## src/rtl/reg_bus_sequencer.sv

```systemverilog
// -----------------------------------------------------------------------------
// reg_bus_sequencer
//
// Sequences register-to-register transfers on the shared 16-bit internal bus
// for a bank of NREGS register pairs (high byte / low byte).
//
// Each accepted request produces a source "out" strobe for one cycle (C1),
// followed by a destination "in" strobe plus done for one cycle (C2). A new
// request's out strobe overlaps the previous request's in strobe, so the
// sustained rate is one transfer per clock.
//
// Ports
//   clk, rst                 clock and synchronous active-high reset
//   req_valid / req_ready    request handshake (req_ready is combinational)
//   req_src, req_dst         register pair indices
//   req_word                 1: 16-bit transfer, 0: byte transfer
//   req_src_hi, req_dst_hi   byte selects for source / destination
//   req_imm_src, req_imm     immediate source, driven by this block
//   cs_{h,l,16}_out          one-hot source drive strobes (C1)
//   cs_{h,l,16}_in           one-hot destination load strobes (C2)
//   imm_drive, imm_bus       immediate bus drive (C2), imm_bus=0 when idle
//   done                     destination strobe active this cycle
//   err                      accepted request had an out-of-range index (C1)
// -----------------------------------------------------------------------------
module reg_bus_sequencer #(
    parameter int NREGS = 4,
    parameter int IDX_W = 2
) (
    input  logic             clk,
    input  logic             rst,
    input  logic             req_valid,
    output logic             req_ready,
    input  logic [IDX_W-1:0] req_src,
    input  logic [IDX_W-1:0] req_dst,
    input  logic             req_word,
    input  logic             req_src_hi,
    input  logic             req_dst_hi,
    input  logic             req_imm_src,
    input  logic [15:0]      req_imm,
    output logic [NREGS-1:0] cs_h_out,
    output logic [NREGS-1:0] cs_l_out,
    output logic [NREGS-1:0] cs_16_out,
    output logic [NREGS-1:0] cs_h_in,
    output logic [NREGS-1:0] cs_l_in,
    output logic [NREGS-1:0] cs_16_in,
    output logic             imm_drive,
    output logic [15:0]      imm_bus,
    output logic             done,
    output logic             err
);

    // One extra bit so NREGS == 2**IDX_W is representable.
    localparam logic [IDX_W:0] NREGS_LIM = (IDX_W + 1)'(NREGS);

    // Stage 1 holds the transfer whose source strobe is currently active.
    // Invalid requests never enter it, so s1_valid_reg implies in-range indices.
    logic             s1_valid_reg;
    logic [IDX_W-1:0] s1_dst_reg;
    logic             s1_word_reg;
    logic             s1_dst_hi_reg;
    logic             s1_imm_src_reg;
    logic [15:0]      s1_imm_reg;

    // Stage 2 is represented directly by the registered destination outputs.
    logic [NREGS-1:0] cs_h_out_reg,  cs_h_out_next;
    logic [NREGS-1:0] cs_l_out_reg,  cs_l_out_next;
    logic [NREGS-1:0] cs_16_out_reg, cs_16_out_next;
    logic [NREGS-1:0] cs_h_in_reg,   cs_h_in_next;
    logic [NREGS-1:0] cs_l_in_reg,   cs_l_in_next;
    logic [NREGS-1:0] cs_16_in_reg,  cs_16_in_next;
    logic             imm_drive_reg, imm_drive_next;
    logic [15:0]      imm_bus_reg,   imm_bus_next;
    logic             done_reg,      done_next;
    logic             err_reg,       err_next;

    logic [NREGS-1:0] src_sel;
    logic [NREGS-1:0] dst_sel;
    logic             req_bad;
    logic             hazard;
    logic             accept;
    logic             issue;

    genvar gi;
    generate
        for (gi = 0; gi < NREGS; gi++) begin : g_dec
            assign src_sel[gi] = (req_src == IDX_W'(gi));
            assign dst_sel[gi] = (s1_dst_reg == IDX_W'(gi));
        end
    endgenerate

    always_comb begin
        // The source index is meaningless for immediate transfers.
        req_bad = ({1'b0, req_dst} >= NREGS_LIM) ||
                  (!req_imm_src && ({1'b0, req_src} >= NREGS_LIM));

        // Stage 1 writes at the same edge the new request would read its
        // source, so any byte overlap must wait one cycle. Stage 2 writes a
        // cycle earlier and never conflicts.
        hazard = s1_valid_reg && !req_imm_src && (req_src == s1_dst_reg) &&
                 (req_word || s1_word_reg || (req_src_hi == s1_dst_hi_reg));

        req_ready = !hazard;
        accept    = req_valid && req_ready;
        issue     = accept && !req_bad;

        cs_16_out_next = (issue && !req_imm_src && req_word) ? src_sel : '0;
        cs_h_out_next  = (issue && !req_imm_src && !req_word && req_src_hi) ? src_sel : '0;
        cs_l_out_next  = (issue && !req_imm_src && !req_word && !req_src_hi) ? src_sel : '0;
        err_next       = accept && req_bad;

        cs_16_in_next  = (s1_valid_reg && s1_word_reg) ? dst_sel : '0;
        cs_h_in_next   = (s1_valid_reg && !s1_word_reg && s1_dst_hi_reg) ? dst_sel : '0;
        cs_l_in_next   = (s1_valid_reg && !s1_word_reg && !s1_dst_hi_reg) ? dst_sel : '0;
        done_next      = s1_valid_reg;
        imm_drive_next = s1_valid_reg && s1_imm_src_reg;
        imm_bus_next   = 16'h0000;
        if (imm_drive_next) begin
            imm_bus_next = s1_word_reg ? s1_imm_reg : {8'h00, s1_imm_reg[7:0]};
        end
    end

    always_ff @(posedge clk) begin
        if (rst) begin
            s1_valid_reg   <= 1'b0;
            s1_dst_reg     <= '0;
            s1_word_reg    <= 1'b0;
            s1_dst_hi_reg  <= 1'b0;
            s1_imm_src_reg <= 1'b0;
            s1_imm_reg     <= 16'h0000;
            cs_h_out_reg   <= '0;
            cs_l_out_reg   <= '0;
            cs_16_out_reg  <= '0;
            cs_h_in_reg    <= '0;
            cs_l_in_reg    <= '0;
            cs_16_in_reg   <= '0;
            imm_drive_reg  <= 1'b0;
            imm_bus_reg    <= 16'h0000;
            done_reg       <= 1'b0;
            err_reg        <= 1'b0;
        end else begin
            s1_valid_reg <= issue;
            if (issue) begin
                s1_dst_reg     <= req_dst;
                s1_word_reg    <= req_word;
                s1_dst_hi_reg  <= req_dst_hi;
                s1_imm_src_reg <= req_imm_src;
                s1_imm_reg     <= req_imm;
            end
            cs_h_out_reg  <= cs_h_out_next;
            cs_l_out_reg  <= cs_l_out_next;
            cs_16_out_reg <= cs_16_out_next;
            cs_h_in_reg   <= cs_h_in_next;
            cs_l_in_reg   <= cs_l_in_next;
            cs_16_in_reg  <= cs_16_in_next;
            imm_drive_reg <= imm_drive_next;
            imm_bus_reg   <= imm_bus_next;
            done_reg      <= done_next;
            err_reg       <= err_next;
        end
    end

    assign cs_h_out  = cs_h_out_reg;
    assign cs_l_out  = cs_l_out_reg;
    assign cs_16_out = cs_16_out_reg;
    assign cs_h_in   = cs_h_in_reg;
    assign cs_l_in   = cs_l_in_reg;
    assign cs_16_in  = cs_16_in_reg;
    assign imm_drive = imm_drive_reg;
    assign imm_bus   = imm_bus_reg;
    assign done      = done_reg;
    assign err       = err_reg;

endmodule
```

## config.mk

```make
export PLATFORM = sky130hd
export DESIGN_NAME = reg_bus_sequencer
export DESIGN_NICKNAME = d
export VERILOG_FILES = /design/src/rtl/reg_bus_sequencer.sv
export SDC_FILE = /design/constraint.sdc
export NUM_CORES = 1
export LEC_CHECK = 0
export CORE_ASPECT_RATIO = 1.2
export CORE_UTILIZATION = 25
export DETAILED_ROUTE_END_ITERATION = 6
export PLACE_DENSITY = 0.48
export SLEW_MARGIN = 0
export SYNTH_ARGS = -nofsm -noshare
export SYNTH_HDL_FRONTEND = slang
export SYNTH_SLANG_ARGS = --single-unit
```

## constraint.sdc

```tcl
create_clock -name clk -period 2 [get_ports clk]
set_clock_uncertainty 0.2 [all_clocks]
set_input_delay 0.2 -clock clk [delete_from_list [all_inputs] [get_ports clk]]
set_output_delay 0.2 -clock clk [all_outputs]
set_load 0.01 [all_outputs]
```

==> flow_metrics.env, run 1 <==
export IMPL_yosysSeqAreaShare_pct=55.4
export IMPL_crit_type="flop to output port"
export IMPL_die_width_um=89.8
export IMPL_ant_nets=0
export IMPL_gr_total_overflow=0
export IMPL_synth_top_area_share_pct=55.4
export IMPL_initial_core_util_pct=25.6
export IMPL_grt_antenna_before_repair=0
export IMPL_cts_hold_buf=0
export IMPL_cp_arrival_ns=1.50
export IMPL_cts_reportedPaths_clkPinSlew_ns=0.07
export IMPL_yosysUniqueCellTypes=40
export IMPL_antennaDiodeCount=0
export IMPL_irDropWorstVdd_mv=0.434
export IMPL_final_common_cell="clkdlybuf4s50_1"
export IMPL_die_h_um=107
export IMPL_ys_seq_elements=64
export IMPL_drive_above_1_share_pct=20.5
export IMPL_finish_instance_area_mm2=0.00343
export IMPL_synthSimpleGateAreaFrac_pct=28.4
export IMPL_drtIter0Drc=44
export IMPL_grt_pass1_vias=1892
export IMPL_synth_edf_count=0
export IMPL_grt_setup_unrepaired="false"
export IMPL_wl_mm=5.74
export IMPL_layout_common_cells="clkdlybuf4s50_1 (68), dfxtp_1 (63), nand3_1 (21), a21oi_1 (19), nand3_2 (18)"
export IMPL_grt_max_degree=22
export IMPL_cts_sinks=64
export IMPL_synth_fa_ha_area_share_pct=0
export IMPL_min_path_type="input port to flop"
export IMPL_synth_xor_area_share_pct=1.84
export IMPL_synth_top_family_by_area="simple AND/OR/NAND/NOR gates"
export IMPL_via_count=1871
export IMPL_drc=0
export IMPL_cts_buffers=9
export IMPL_synth_top_cell_by_area="dfxtp_1"
export IMPL_hold_viol=0
export IMPL_syn_to_final_growth_pct=48.5
export IMPL_cpMaxStageDelayCell="dfxtp_1"
export IMPL_drv_cap=0
export IMPL_clk_latency_ns=0.34
export IMPL_final_fill_count=939
export IMPL_portBuffers=69
export IMPL_place_area_mm2=0.00320
export IMPL_syn_inst=226
export IMPL_fin_crit_sh_pct=95.0
export IMPL_finalWeightedCongestion=0.683
export IMPL_regArea_mm2=0.00128
export IMPL_critical_path_max_stage_delay_ns=0.32
export IMPL_path_max_fanout=2
export IMPL_cts_tree="yes"
export IMPL_status="finished clean"
export IMPL_critPathCaptureType="output port"
export IMPL_dr_pass1_iters=4
export IMPL_final_cells=432
export IMPL_period_needed_ns=1.90
export IMPL_synthesis_area_mm2=0.00231
export IMPL_synthMuxAreaShare_pct=0.433
export IMPL_power_mw=2.85
export IMPL_synth_compound_gate_area_share_pct=8.11
export IMPL_p_leak_nw=1.28
export IMPL_grt_pass1_wl_mm=9.43
export IMPL_dieArea_mm2=0.00964
export IMPL_power_density_mw_per_mm2=830
export IMPL_multi_input_area_um2=912
export IMPL_cts_root_buf="clkbuf_8"
export IMPL_htree_levels=3
export IMPL_layout_nets=334
export IMPL_dpl_cell_count=416
export IMPL_crit_path_cell_trace="or2_1 -> o2111ai_2 -> dlygate4sd2_1"
export IMPL_max_freq_mhz=526
export IMPL_viasPerCell=4.33
export IMPL_clock_path_buffers=2
export IMPL_io_pins=71
export IMPL_num_rows=38
export IMPL_yosysWarnings=0
export IMPL_wl_per_cell_um=13.3
export IMPL_synth_top_flop_cell="dfxtp_1"
export IMPL_slew_violations=0
export IMPL_syn_area_per_cell_um2=10.2
export IMPL_syn_nets=253
export IMPL_core_area_mm2=0.00903
export IMPL_ys_async_sr_fraction_pct=0
export IMPL_grt_use_total_pct=12.9
export IMPL_finalSetupViolCount=0
export IMPL_start_kind="flop"
export IMPL_hpwl_mm=3.96
export IMPL_netlist_top_cells_area="dfxtp_1 (55%), nand3_2 (7.8%), nand3_1 (4.5%), a21oi_1 (4.1%), and2_1 (2.4%)"
export IMPL_cp_required_ns=1.60
[path summary, 6_finish.rpt]
| path | depth (start not counted) | to | slack (ns) | start |
|---|---|---|---|---|
| setup / recovery | 3 | req_ready | 0.10 | s1_word_reg$_SDFFE_PP0P_ |
| hold / removal | 3 | s1_dst_hi_reg$_SDFFE_PP0P_ | 0.21 | req_dst_hi |
| setup reg to reg | 6 | s1_imm_reg[15]$_SDFFE_PP0P_ | 0.28 | s1_word_reg$_SDFFE_PP0P_ |
| hold reg to reg | 1 | imm_bus[15]$_SDFF_PP0_ | 0.26 | s1_imm_reg[15]$_SDFFE_PP0P_ |
[timing repair]
action                                  in CTS  in global routing
hold endpoints to repair                     0                  0
endpoints found under the setup margin       1                  1
buffers inserted                             0                  0
gates cloned                                 0                  0
gates resized for setup                      2                  2
[kinds of logic after synthesis]
logic type             after synthesis
other                                1
buffers and inverters               21
XOR/XNOR                             4
AND/OR/NAND/NOR                    105
flip-flops                          64
AO/OA/AOI/OAI                       30
multiplexers                         1
[cells in the mapped netlist, types with 2 or more instances]
library cell and number:
nand3_1 21, buf_6 4, buf_4 4, and2_1 9, nor3_1 11, nand3_2 18, xnor2_1 2, nand2_1 7
a21oi_1 19, inv_1 3, clkbuf_1 5, nor2_1 15, and3_1 9, nand2b_1 2, nor4_1 2, dfxtp_1 64
o21ai_0 2, buf_2 5, nor3b_1 2, o21ai_2 2
[power by group]
group,total (mW),internal (mW),switching [mW]
clock network,1.23,0.733,0.497
registers,1.33,1.31,0.0216
logic,0.290,0.143,0.147
[critical path: cells and delay by family (launching register included)]
| kind | cells | cell delay (ns) |
|---|---|---|
| DFF | 1 | 0.32 |
| AOI/OAI and AO/OA | 1 | 0.27 |
| and+or+nand+nor | 1 | 0.26 |
| buffers and inverters | 1 | 0.31 |
[final cells by class]
| cell class | instances | area share (%) |
|---|---|---|
| Timing Repair Buffer | 88 | 25.0 |
| Inverter | 3 | 0.328 |
| Sequential cell | 64 | 37.3 |
| Clock inverter | 5 | 2.33 |
| Clock buffer | 11 | 4.12 |
| Multi-Input combinational cell | 141 | 26.6 |
| Tap cell | 120 | 4.37 |
[metal layers]
metal / track usage, % / vias to the layer above / share of wire [%]
met2: 21.2 / 51 / 49
met4: 6.09 / 0 / 1.9
li1: - / 941 / -
met1: 14.9 / 868 / 45
met5: 0 / - / 0
met3: 4.80 / 11 / 4.5
[stage by stage]
stage	TNS [ns]	util (%)	hold WS (ns)	worst slack, ns
6_report	0	38.0	0.210	0.100
3_5_place_dp	-0.142	35.5	0.252	-0.136
4_1_cts	0	37.9	0.188	0.0403
2_1_floorplan	0	-	0.0792	0.497
5_1_grt	0	38.0	0.200	0.00245
3_3_place_gp	-0.372	35.5	0.246	-0.174
(Power assumes the default switching activity.)
==> inputs of run 2 (changes only) <==
--- a/config.mk
+++ b/config.mk
@@ -6,9 +6,9 @@
 export NUM_CORES = 1
 export LEC_CHECK = 0
 export CORE_ASPECT_RATIO = 1.2
-export CORE_UTILIZATION = 25
+export CORE_UTILIZATION = 46
 export DETAILED_ROUTE_END_ITERATION = 6
-export PLACE_DENSITY = 0.48
+export PLACE_DENSITY = 0.79
 export SLEW_MARGIN = 0
 export SYNTH_ARGS = -nofsm -noshare
 export SYNTH_HDL_FRONTEND = slang
==> flow_metrics.env, run 2 (synthesized netlist as in run 1, its figures left out) <==
export IMPL_grt_setup_unrepaired="false"
export IMPL_cp_required_ns=1.60
export IMPL_viasPerCell=5.08
export IMPL_dr_pass1_iters=4
export IMPL_finalSetupViolCount=0
export IMPL_core_area_mm2=0.00470
export IMPL_layout_nets=334
export IMPL_dieArea_mm2=0.00532
export IMPL_place_area_mm2=0.00313
export IMPL_status="finished clean"
export IMPL_final_fill_count=387
export IMPL_ant_nets=0
export IMPL_cts_buffers=9
export IMPL_drc=0
export IMPL_gr_total_overflow=0
export IMPL_drv_cap=0
export IMPL_antennaDiodeCount=0
export IMPL_whs_path_depth=3
export IMPL_hold_viol=0
export IMPL_cts_tree="yes"
export IMPL_grt_antenna_before_repair=0
export IMPL_reg2reg_depth=6
export IMPL_drive_above_1_share_pct=19.3
export IMPL_clock_path_buffers=2
export IMPL_crit_type="flop to output port"
export IMPL_cts_hold_buf=0
export IMPL_crit_path_cell_trace="or2_1 -> o2111ai_2 -> dlygate4sd2_1"
export IMPL_dpl_cell_count=354
export IMPL_htree_levels=3
export IMPL_critPathCaptureType="output port"
export IMPL_max_freq_mhz=527
export IMPL_irDropWorstVdd_mv=0.563
export IMPL_slew_violations=0
export IMPL_timing_hold_ws_ns=0.231
export IMPL_period_needed_ns=1.90
export IMPL_syn_to_final_growth_pct=44.6
export IMPL_grt_pass1_vias=1815
export IMPL_final_common_cell="clkdlybuf4s50_1"
export IMPL_die_h_um=79.7
export IMPL_cts_reportedPaths_clkPinSlew_ns=0.06
export IMPL_final_cells=369
export IMPL_cts_root_buf="clkbuf_8"
export IMPL_min_path_type="input port to flop"
export IMPL_num_rows=27
export IMPL_start_kind="flop"
export IMPL_fin_crit_sh_pct=94.9
export IMPL_portBuffers=69
export IMPL_drtIter0Drc=121
export IMPL_post_cts_buffers=0
export IMPL_cts_sinks=64
export IMPL_finish_instance_area_mm2=0.00334
export IMPL_grt_use_total_pct=21.1
export IMPL_cts_repair_resized=1
export IMPL_power_density_mw_per_mm2=843
export IMPL_layout_common_cells="clkdlybuf4s50_1 (68), dfxtp_1 (64), nand3_1 (21), a21oi_1 (19), nand3_2 (18)"
export IMPL_wl_mm=5.08
export IMPL_finalWeightedCongestion=0.894
export IMPL_grt_pass1_wl_mm=8.22
export IMPL_cp_arrival_ns=1.50
export IMPL_die_width_um=66.7
export IMPL_wl_per_cell_um=13.8
export IMPL_io_pins=71
export IMPL_hpwl_mm=3.61
export IMPL_critical_path_max_stage_delay_ns=0.33
export IMPL_initial_core_util_pct=49.3
export IMPL_grt_max_degree=22
export IMPL_path_max_fanout=2
export IMPL_via_count=1873
export IMPL_p_leak_nw=1.28
export IMPL_cpMaxStageDelayCell="dfxtp_1"
export IMPL_clk_latency_ns=0.33
## run 2: final timing paths
kind / startpoint / endpoint / slack [ns]
worst max-delay path: s1_word_reg$_SDFFE_PP0P_ / req_ready / 0.10
worst min register to register: s1_imm_reg[15]$_SDFFE_PP0P_ / imm_bus[15]$_SDFF_PP0_ / 0.26
worst max register to register: s1_word_reg$_SDFFE_PP0P_ / s1_imm_reg[15]$_SDFFE_PP0P_ / 0.30
worst min-delay path: req_dst_hi / s1_dst_hi_reg$_SDFFE_PP0P_ / 0.23
## run 2: report_power, final
group	internal [mW]	leakage (nW)	switching, mW
clock network	0.761	0.112	0.446
logic	0.141	0.646	0.142
registers	1.31	0.520	0.0223
## run 2: worst max-delay path, delay by kind of cell, from the launching register on
family | cells | cell delay [ns]
AO/OA/AOI/OAI | 1 | 0.28
AND/OR/NAND/NOR | 1 | 0.26
flip-flops | 1 | 0.33
buffers and inverters | 1 | 0.31
## run 2: routing by layer
layer,wire (um),GRT usage (%),up-vias,part of all wire (%)
met5,0,0,-,0
met4,55,8.94,0,1.1
met3,227,4.71,6,4.5
met2,2660,35.9,58,52
met1,2140,25.1,875,42
li1,-,-,934,-
## run 2: area by class of cell
type	instances	area (um2)	share of cell area (%)
clock inverter	3	65.1	1.95
multi-input combinational	141	902	27.0
sequential	64	1280	38.3
timing repair buffer	88	857	25.6
inverter	3	11.3	0.337
clock buffer	12	155	4.64
tap	58	72.6	2.17
## run 2: per-stage QoR
| step | total power, mW | setup slack [ns] | TNS, ns | utilization, % |
|---|---|---|---|---|
| after floorplan | 1.51 | 0.497 | 0 | - |
| after global placement | 1.64 | -0.145 | -0.145 | 66.6 |
| after detailed placement | 1.64 | -0.128 | -0.128 | 66.6 |
| after CTS | 2.84 | 0.0811 | 0 | 71.2 |
| after global routing | 2.93 | 0.0429 | 0 | 71.2 |
| final | 2.82 | 0.101 | 0 | 71.2 |
==> inputs of run 3 (changes only) <==
--- a/config.mk
+++ b/config.mk
@@ -7,6 +7,7 @@
 export LEC_CHECK = 0
 export CORE_ASPECT_RATIO = 1.2
 export CORE_UTILIZATION = 46
+export CTS_CLUSTER_SIZE = 20
 export DETAILED_ROUTE_END_ITERATION = 6
 export PLACE_DENSITY = 0.79
 export SLEW_MARGIN = 0
==> results of run 3 <==
The final DEF is identical to that of run 2; final timing and power are the same.
